$ cat config.mk
export PLATFORM = sky130hd
export DESIGN_NAME = card_blit_sequencer
export DESIGN_NICKNAME = d
export VERILOG_FILES = /design/src/rtl/card_blit_sequencer.sv
export SDC_FILE = /design/constraint.sdc
export NUM_CORES = 1
export LEC_CHECK = 0
export ABC_AREA = 1
export ABC_CLOCK_PERIOD_IN_PS = 3160
export CORE_ASPECT_RATIO = 0.75
export CORE_MARGIN = 2
export CORE_UTILIZATION = 59
export CTS_BUF_LIST = sky130_fd_sc_hd__clkbuf_2
export CTS_CLUSTER_DIAMETER = 40
export CTS_CLUSTER_SIZE = 14
export DETAILED_ROUTE_END_ITERATION = 8
export PLACE_DENSITY = 0.91
export SLEW_MARGIN = 20
export SYNTH_ARGS = -nofsm -noshare
export SYNTH_HDL_FRONTEND = slang
export SYNTH_SLANG_ARGS = --single-unit
$ cat constraint.sdc
create_clock -name clock -period 3.16 [get_ports clock]
set_input_delay 0.316 -clock clock [delete_from_list [all_inputs] [get_ports clock]]
set_output_delay 0.316 -clock clock [all_outputs]
set_load 0.02 [all_outputs]
$ cat src/rtl/card_blit_sequencer.sv
// Streams one card bitmap from the card sprite RAM into the 256x240 frame buffer,
// one pixel per clock, with transparent-pixel skipping and screen-edge clipping.
module card_blit_sequencer #(
    parameter int              CARD_W  = 16,
    parameter int              CARD_H  = 32,
    parameter int              CARD_AW = 9,
    parameter int              SCR_W   = 256,
    parameter int              SCR_H   = 240,
    parameter int              PIX_W   = 3,
    parameter logic [PIX_W-1:0] TRANSP = '0
) (
    input  logic               clock,
    input  logic               resetN,
    input  logic               start,
    input  logic [7:0]         cardX,
    input  logic [7:0]         cardY,
    input  logic               transpEn,
    output logic               busy,
    output logic               done,
    output logic               cardRE,
    output logic [CARD_AW-1:0] cardRAddr,
    input  logic [PIX_W-1:0]   cardData,
    output logic               fbWE,
    output logic [15:0]        fbWAddr,
    output logic [PIX_W-1:0]   fbData
);

    localparam int COL_W = $clog2(CARD_W);
    localparam int ROW_W = CARD_AW - COL_W;
    localparam logic [CARD_AW-1:0] LAST = '1;

    typedef enum logic [1:0] {IDLE, FETCH, DRAIN, DONE} state_t;

    state_t             state;
    logic [CARD_AW-1:0] idx;
    logic [7:0]         org_x, org_y;
    logic               te;

    // Write-slot pipeline: screen coordinates of the read issued last cycle,
    // kept 9 bits wide so overflow past the screen edge clips instead of wrapping.
    logic               wr_vld;
    logic [8:0]         wx, wy;

    logic [COL_W-1:0]   col;
    logic [ROW_W-1:0]   row;

    assign col = idx[COL_W-1:0];
    assign row = idx[CARD_AW-1:COL_W];

    always_ff @(posedge clock or negedge resetN) begin
        if (!resetN) begin
            state     <= IDLE;
            idx       <= '0;
            org_x     <= '0;
            org_y     <= '0;
            te        <= 1'b0;
            busy      <= 1'b0;
            done      <= 1'b0;
            cardRE    <= 1'b0;
            cardRAddr <= '0;
            wr_vld    <= 1'b0;
            wx        <= '0;
            wy        <= '0;
        end else begin
            case (state)
                IDLE: begin
                    done   <= 1'b0;
                    wr_vld <= 1'b0;
                    if (start) begin
                        org_x     <= cardX;
                        org_y     <= cardY;
                        te        <= transpEn;
                        idx       <= '0;
                        busy      <= 1'b1;
                        cardRE    <= 1'b1;
                        cardRAddr <= '0;
                        state     <= FETCH;
                    end
                end
                FETCH: begin
                    idx    <= idx + 1'b1;
                    wr_vld <= 1'b1;
                    wx     <= {1'b0, org_x} + 9'(col);
                    wy     <= {1'b0, org_y} + 9'(row);
                    if (idx == LAST) begin
                        cardRE    <= 1'b0;
                        cardRAddr <= '0;
                        state     <= DRAIN;
                    end else begin
                        cardRAddr <= idx + 1'b1;
                    end
                end
                DRAIN: begin
                    wr_vld <= 1'b0;
                    busy   <= 1'b0;
                    done   <= 1'b1;
                    state  <= DONE;
                end
                DONE: begin
                    done  <= 1'b0;
                    state <= IDLE;
                end
                default: state <= IDLE;
            endcase
        end
    end

    // cardData arrives in the write slot itself, so the write strobe and data
    // are resolved combinationally against the registered slot.
    logic on_screen;
    logic opaque;

    assign on_screen = ({1'b0, wx} < 10'(SCR_W)) && ({1'b0, wy} < 10'(SCR_H));
    assign opaque    = !(te && (cardData == TRANSP));

    assign fbWE    = wr_vld && on_screen && opaque;
    assign fbWAddr = wr_vld ? {wy[7:0], wx[7:0]} : 16'h0000;
    assign fbData  = wr_vld ? cardData : '0;

endmodule

==> results of run 1 <==
-- per-layer routing --
layer	GRT usage [%]	part of all wire [%]
met1	36.9	43
met2	44.0	46
met3	9.54	9.3
met4	7.39	1.3
met5	0	0
-- cell usage in the layout (no fill, tap or decap), drive strengths merged --
cell type	netlist	layout
dlygate4sd3	0	1
dfrtp	58	58
nor3b	1	1
fa	2	2
clkinvlp	0	3
nand4	3	3
a31oi	1	1
nor2	20	20
nor3	2	2
o31ai	2	2
a22o	1	1
nand2	161	161
nand3	24	24
inv	57	57
buf	9	5
nand3b	1	1
clkbuf	3	9
clkinv	0	1
bufinv	0	3
or2	6	6
o21ai	35	35
clkdlybuf4s50	0	53
a21oi	9	9
ha	17	17
-- worst max-delay path: cells and delay by family, from the launching register on --
family	cells	cell delay (ps)
flops	1	420
simple gates	2	260
compound gates	1	110
buf+inv	2	850
-- per-stage QoR --
| stage | instances | total power, mW | setup slack, ps | cell area (sq um) |
|---|---|---|---|---|
| floorplan | 412 | 0.761 | 1440 | 3130 |
| global placement | 530 | 0.807 | 1240 | 3720 |
| detailed placement | 530 | 0.807 | 1090 | 3720 |
| CTS | 547 | 1.43 | 644 | 3890 |
| global route | 547 | 1.47 | 477 | 3890 |
| finish | 547 | 1.42 | 715 | 3890 |
-- registers in the layout, summed over array words and instances, names as in the netlist --
signal	count
state	2
cardRAddr	9
busy	1
idx	8
cardRE	1
wy	9
te	1
wr_vld	1
done	1
wx	9
org_x	8
org_y	8
-- power by group through the flow --
stage | sequential (mW) | combinational (mW) | clock (mW)
floorplan | 0.756 | 0.00486 | 0
global placement | 0.756 | 0.0510 | 0
detailed placement | 0.756 | 0.0512 | 0
CTS | 0.743 | 0.0526 | 0.638
global route | 0.743 | 0.0569 | 0.673
finish | 0.743 | 0.0514 | 0.628
-- cell type report --
class | instances | area [sq um]
Clock buffer | 9 | 45.0
Timing Repair Buffer | 59 | 576
Multi-Input combinational cell | 285 | 1400
Sequential cell | 58 | 1450
Inverter | 57 | 214
Tap cell | 72 | 90.1
Fill cell | 380 | 1120
Clock inverter | 7 | 118
-- synth_stat cells --
library cell	number	area (sq um)
nand3b_1	1	7.51
buf_4	3	22.5
ha_1	17	213
a31oi_1	1	6.26
o21ai_0	34	170
nor2_4	1	11.3
buf_2	6	30.0
or2_2	6	37.5
o31ai_1	2	15.0
nand2_2	2	12.5
nor3b_1	1	7.51
inv_2	3	11.3
a22o_1	1	8.76
inv_1	54	203
nand3_1	24	120
dfrtp_1	58	1450
nand2_1	159	597
a21oi_1	9	45.0
nor3_1	2	10.0
nor2_1	19	71.3
o21ai_1	1	5.00
fa_1	2	40.0
clkbuf_1	3	11.3
nand4_1	3	18.8
-- logic make-up after synthesis --
kind of cell | after synthesis | synth area share [%]
buf+inv | 69 | 8.89
simple gates | 218 | 28.6
fa+ha+maj | 19 | 8.09
flops | 58 | 46.4
compound gates | 48 | 8.01
-- worst paths after layout --
kind / from / endpoint / slack [ps] / cells past startpoint
setup / recovery: wr_vld / fbWE / 710 / 5
hold / removal: cardX[6] / org_x[6] / 320 / 3
setup reg to reg: idx[1] / cardRE / 1020 / 9
hold reg to reg: wx[1] / wx[1] / 490 / 2
max in group asynchronous: resetN / wx[6] / 1930 / 3
min in group asynchronous: resetN / cardRAddr[5] / 430 / 2
-- what timing repair did --
action                    CTS  global route
gates resized for setup     0             0
hold buffers                1             0
hold endpoints to repair   37             0
==> results.cfg, run 1 <==
[sta]
fin_crit_ps = 2450
slew_violations = 0
hold_viol_final = 0
whs_ps = 320
rsz0062_at_grt = no
fin_worst_skew_ps = 17.1
layout_worst_path_cycle_share_pct = 77.4
worstMarginPinSlew_ps = 820
clock.fmax_ghz = 0.409
relSlewSlack_pct = 45.3
setup-violations-final = 0
tns_ps = 0

[critical_path]
critPathLaunchType = flip-flop
crit_arrival_ps = 2130
cp.required_ps = 2840
critPathMaxStageDelay_ps = 610
crit_slowest_cell = clkdlybuf4s50_1
critical_path_class = reg -> out
worstPathMaxFanout = 18
crit_chain = buf_4 -> nor3b_1 -> nand2_1 -> a21oi_1 -> clkdlybuf4s50_1
worst_setup_path_end_kind = primary output

[route]
first_pass_iters = 5
vias = 2848
initialDrtViolationCount = 265
drc_errors = 0
drt_wl_total_mm = 7.14
viasPerCell = 5.21
drt-wirelength-per-cell_um = 13.1
postRouteAntennaNets = 0

[final_layout]
syn_to_final_growth_pct = 24.5
nNetsFinal = 512
diodes = 0
final_util_pct = 77.6
drive_above_1_share_pct = 6.95

[synthesis]
yosysSeqAreaShare_pct = 46.4
yosys_warnings = 0
synth.distinct_cells = 24
synth_nets = 454
synth-seq-cells = 58
syn_area_per_cell_sq_um = 7.59
synth_cells = 412
syn_area_sq_um = 3130

[power_and_ir_drop]
powerDensity_nw_per_um2 = 366
power_switching_mw = 0.312
power_switching_share_pct = 21.9
cellLeakagePower_nw = 2.18
pwr-share-seq_pct = 52.2
p_clk_share_pct = 44.2
intPower_mw = 1.11
power_frac_comb_pct = 3.6
worst_ir_drop_vdd_mv = 0.264

[clocking]
cts_num_sinks = 58
cts_buffers = 9
clockBufferDepth = 2
clock_latency_ps = 500
cts_tree = done
cts_setup_buffers = 0
root_buffer = clkbuf_2
htree_levels = 3
path_clk_slew_ps = 170

[global_routing]
grt_pass1_vias = 2644
grt_pass1_wl_mm = 12.2
antenna_found_initial = 0
gr-total-overflow = 0
grt_max_degree = 39
grtUsageTotal_pct = 27.8

[job]
maxCapViolations = 0

[worst_hold_path]
min_path_type = in -> reg

[die]
die_x_um = 88.0
io_pins = 55
core-area_sq_um = 5010
start_util_pct = 62.4
dieArea_sq_um = 5900
rows = 22
fp.dieH_um = 67.0

[placed_design]
gp_congestion = 0.853
dp_hpwl_mm = 5.17
port_buffers = 54

[run_status]
status = complete, no violations
Power figures use the tool's default switching activity.
==> run 2, diff against run 1 <==
ABC_CLOCK_PERIOD_IN_PS = 2500   (was 3160)
CORE_UTILIZATION = 55   (was 59)
PLACE_DENSITY = 0.86   (was 0.91)
clock period = 2.5 ns   (was 3.16 ns; I/O delays follow)
==> run 2 against run 1 <==
Setup slack worse by 450 ps. Critical path depth fell by 1. Hold slack worse by 84 ps. Final cell count increased by 0.91%. Critical path type unchanged. Largest cell class unchanged. Highest routed layer unchanged.
==> results.cfg, run 2 (synthesis results as in run 1) <==
[sta]
whs_ps = 236
tns_ps = 0
worstMarginPinSlew_ps = 542
layout_worst_path_cycle_share_pct = 89.5
hold_viol_final = 0
relSlewSlack_pct = 63.9
clock.fmax_ghz = 0.447
setup-violations-final = 0
slew_violations = 0
fin_crit_ps = 2240
fin_worst_skew_ps = 22.4
rsz0062_at_grt = no

[clocking]
cts_setup_buffers = 0
clock_latency_ps = 510
htree_levels = 3
root_buffer = clkbuf_2
cts_num_sinks = 58
cts_buffers = 9
cts_tree = done
clockBufferDepth = 2
path_clk_slew_ps = 170

[route]
drt-wirelength-per-cell_um = 12.9
initialDrtViolationCount = 202
drc_errors = 0
vias = 2808
viasPerCell = 5.09
postRouteAntennaNets = 0
drt_wl_total_mm = 7.09
first_pass_iters = 5

[power_and_ir_drop]
worst_ir_drop_vdd_mv = 0.189
cellLeakagePower_nw = 2.17
total_power_mw = 1.47
powerDensity_nw_per_um2 = 385

[global_routing]
grt_max_degree = 25
grtUsageTotal_pct = 24.7
grt_pass1_wl_mm = 12.4
gr-total-overflow = 0
grt_pass1_vias = 2724
antenna_found_initial = 0

[run_status]
status = complete, no violations

[critical_path]
crit_slowest_cell = clkdlybuf4s50_1
cp.required_ps = 2250
critPathLaunchType = flip-flop
worstPathMaxFanout = 2
critPathMaxStageDelay_ps = 620
critical_path_class = reg -> out
worst_setup_path_end_kind = primary output
crit_arrival_ps = 1990
cp_top_family = buffers and inverters
crit_chain = nor3b_1 -> nand2_1 -> a21oi_1 -> clkdlybuf4s50_1
path_buf_inv = 1

[worst_hold_path]
min_path_type = in -> async

[placed_design]
port_buffers = 54
dpl_cell_area_sq_um = 3740
gp_congestion = 0.853
dp_hpwl_mm = 5.23

[die]
dieArea_sq_um = 6310
start_util_pct = 57.8
io_pins = 55
fp.dieH_um = 69.3
core-area_sq_um = 5410
die_x_um = 91.0
rows = 23

[final_layout]
diodes = 0
layout_commonest_cell = nand2_1
final_util_pct = 70.7
largestRegisters = cardRAddr: 9 flops, wx: 9 flops, wy: 9 flops
drive_above_1_share_pct = 6.71
final_area_sq_um = 3820
layout_common_cells = nand2_1, dfrtp_1, inv_1
syn_to_final_growth_pct = 22.3
nNetsFinal = 514
fillers = 447

[job]
maxCapViolations = 0
[run 2: cell count changes in the layout (fill, tap and decap cells not counted)]
cell	delta
clkinvlp_4	-3
buf_4	+2
bufinv_16	-3
clkinv_2	+1
clkinv_1	+3
clkbuf_2	+2
[run 2: area by class of cell]
cell class | count | area, sq um | area share (%)
clock buffer | 11 | 55.1 | 1.44
clock inverter | 5 | 21.3 | 0.556
inverter | 57 | 214 | 5.60
multi-input combinational | 285 | 1400 | 36.5
sequential | 58 | 1450 | 38.0
tap | 75 | 93.8 | 2.45
timing repair buffer | 61 | 591 | 15.5
[run 2: report_power, final]
group / switching, mW / total (mW) / internal (mW)
Combinational: 0.0294 / 0.0668 / 0.0374
Sequential: 0 / 0.939 / 0.939
Clock: 0.338 / 0.465 / 0.126
Total: 0.368 / 1.47 / 1.10
[run 2: worst register-to-register path, stage by stage (launching register included)]
cell and delay [ps]:
dfrtp_1 490, ha_1 210, nand2_1 70, inv_1 100
nand3_1 110, nor2_1 110, ha_1 310, o21ai_0 260
o21ai_0 210, o21ai_0 100
[run 2: layer usage]
metal / vias up / GRT usage (%) / wire length (um)
met4: 0 / 7.07 / 93
met3: 13 / 7.39 / 614
li1: 1407 / - / -
met5: - / 0 / 0
met1: 1280 / 33.7 / 3240
met2: 108 / 38.5 / 3150
[run 2: repair_timing]
action,CTS,global route
resized for setup,0,0
endpoints found under the hold margin,22,0
hold buffers,1,0
[run 2: final timing paths]
path / from / endpoint / slack, ps / cells past startpoint
setup / recovery: wy[8] / fbWE / 260 / 4
hold / removal: resetN / cardRAddr[4] / 240 / 2
setup reg to reg: idx[1] / cardRE / 430 / 9
hold reg to reg: wx[1] / wx[1] / 500 / 2
max in group asynchronous: resetN / wx[6] / 1580 / 3
min in group clock: cardX[4] / org_x[4] / 250 / 3
[run 2: metrics by stage]
step	std cells	setup slack, ps
finish	552	262
global placement	535	612
detailed placement	535	469
CTS	552	273
global route	552	157
floorplan	412	781
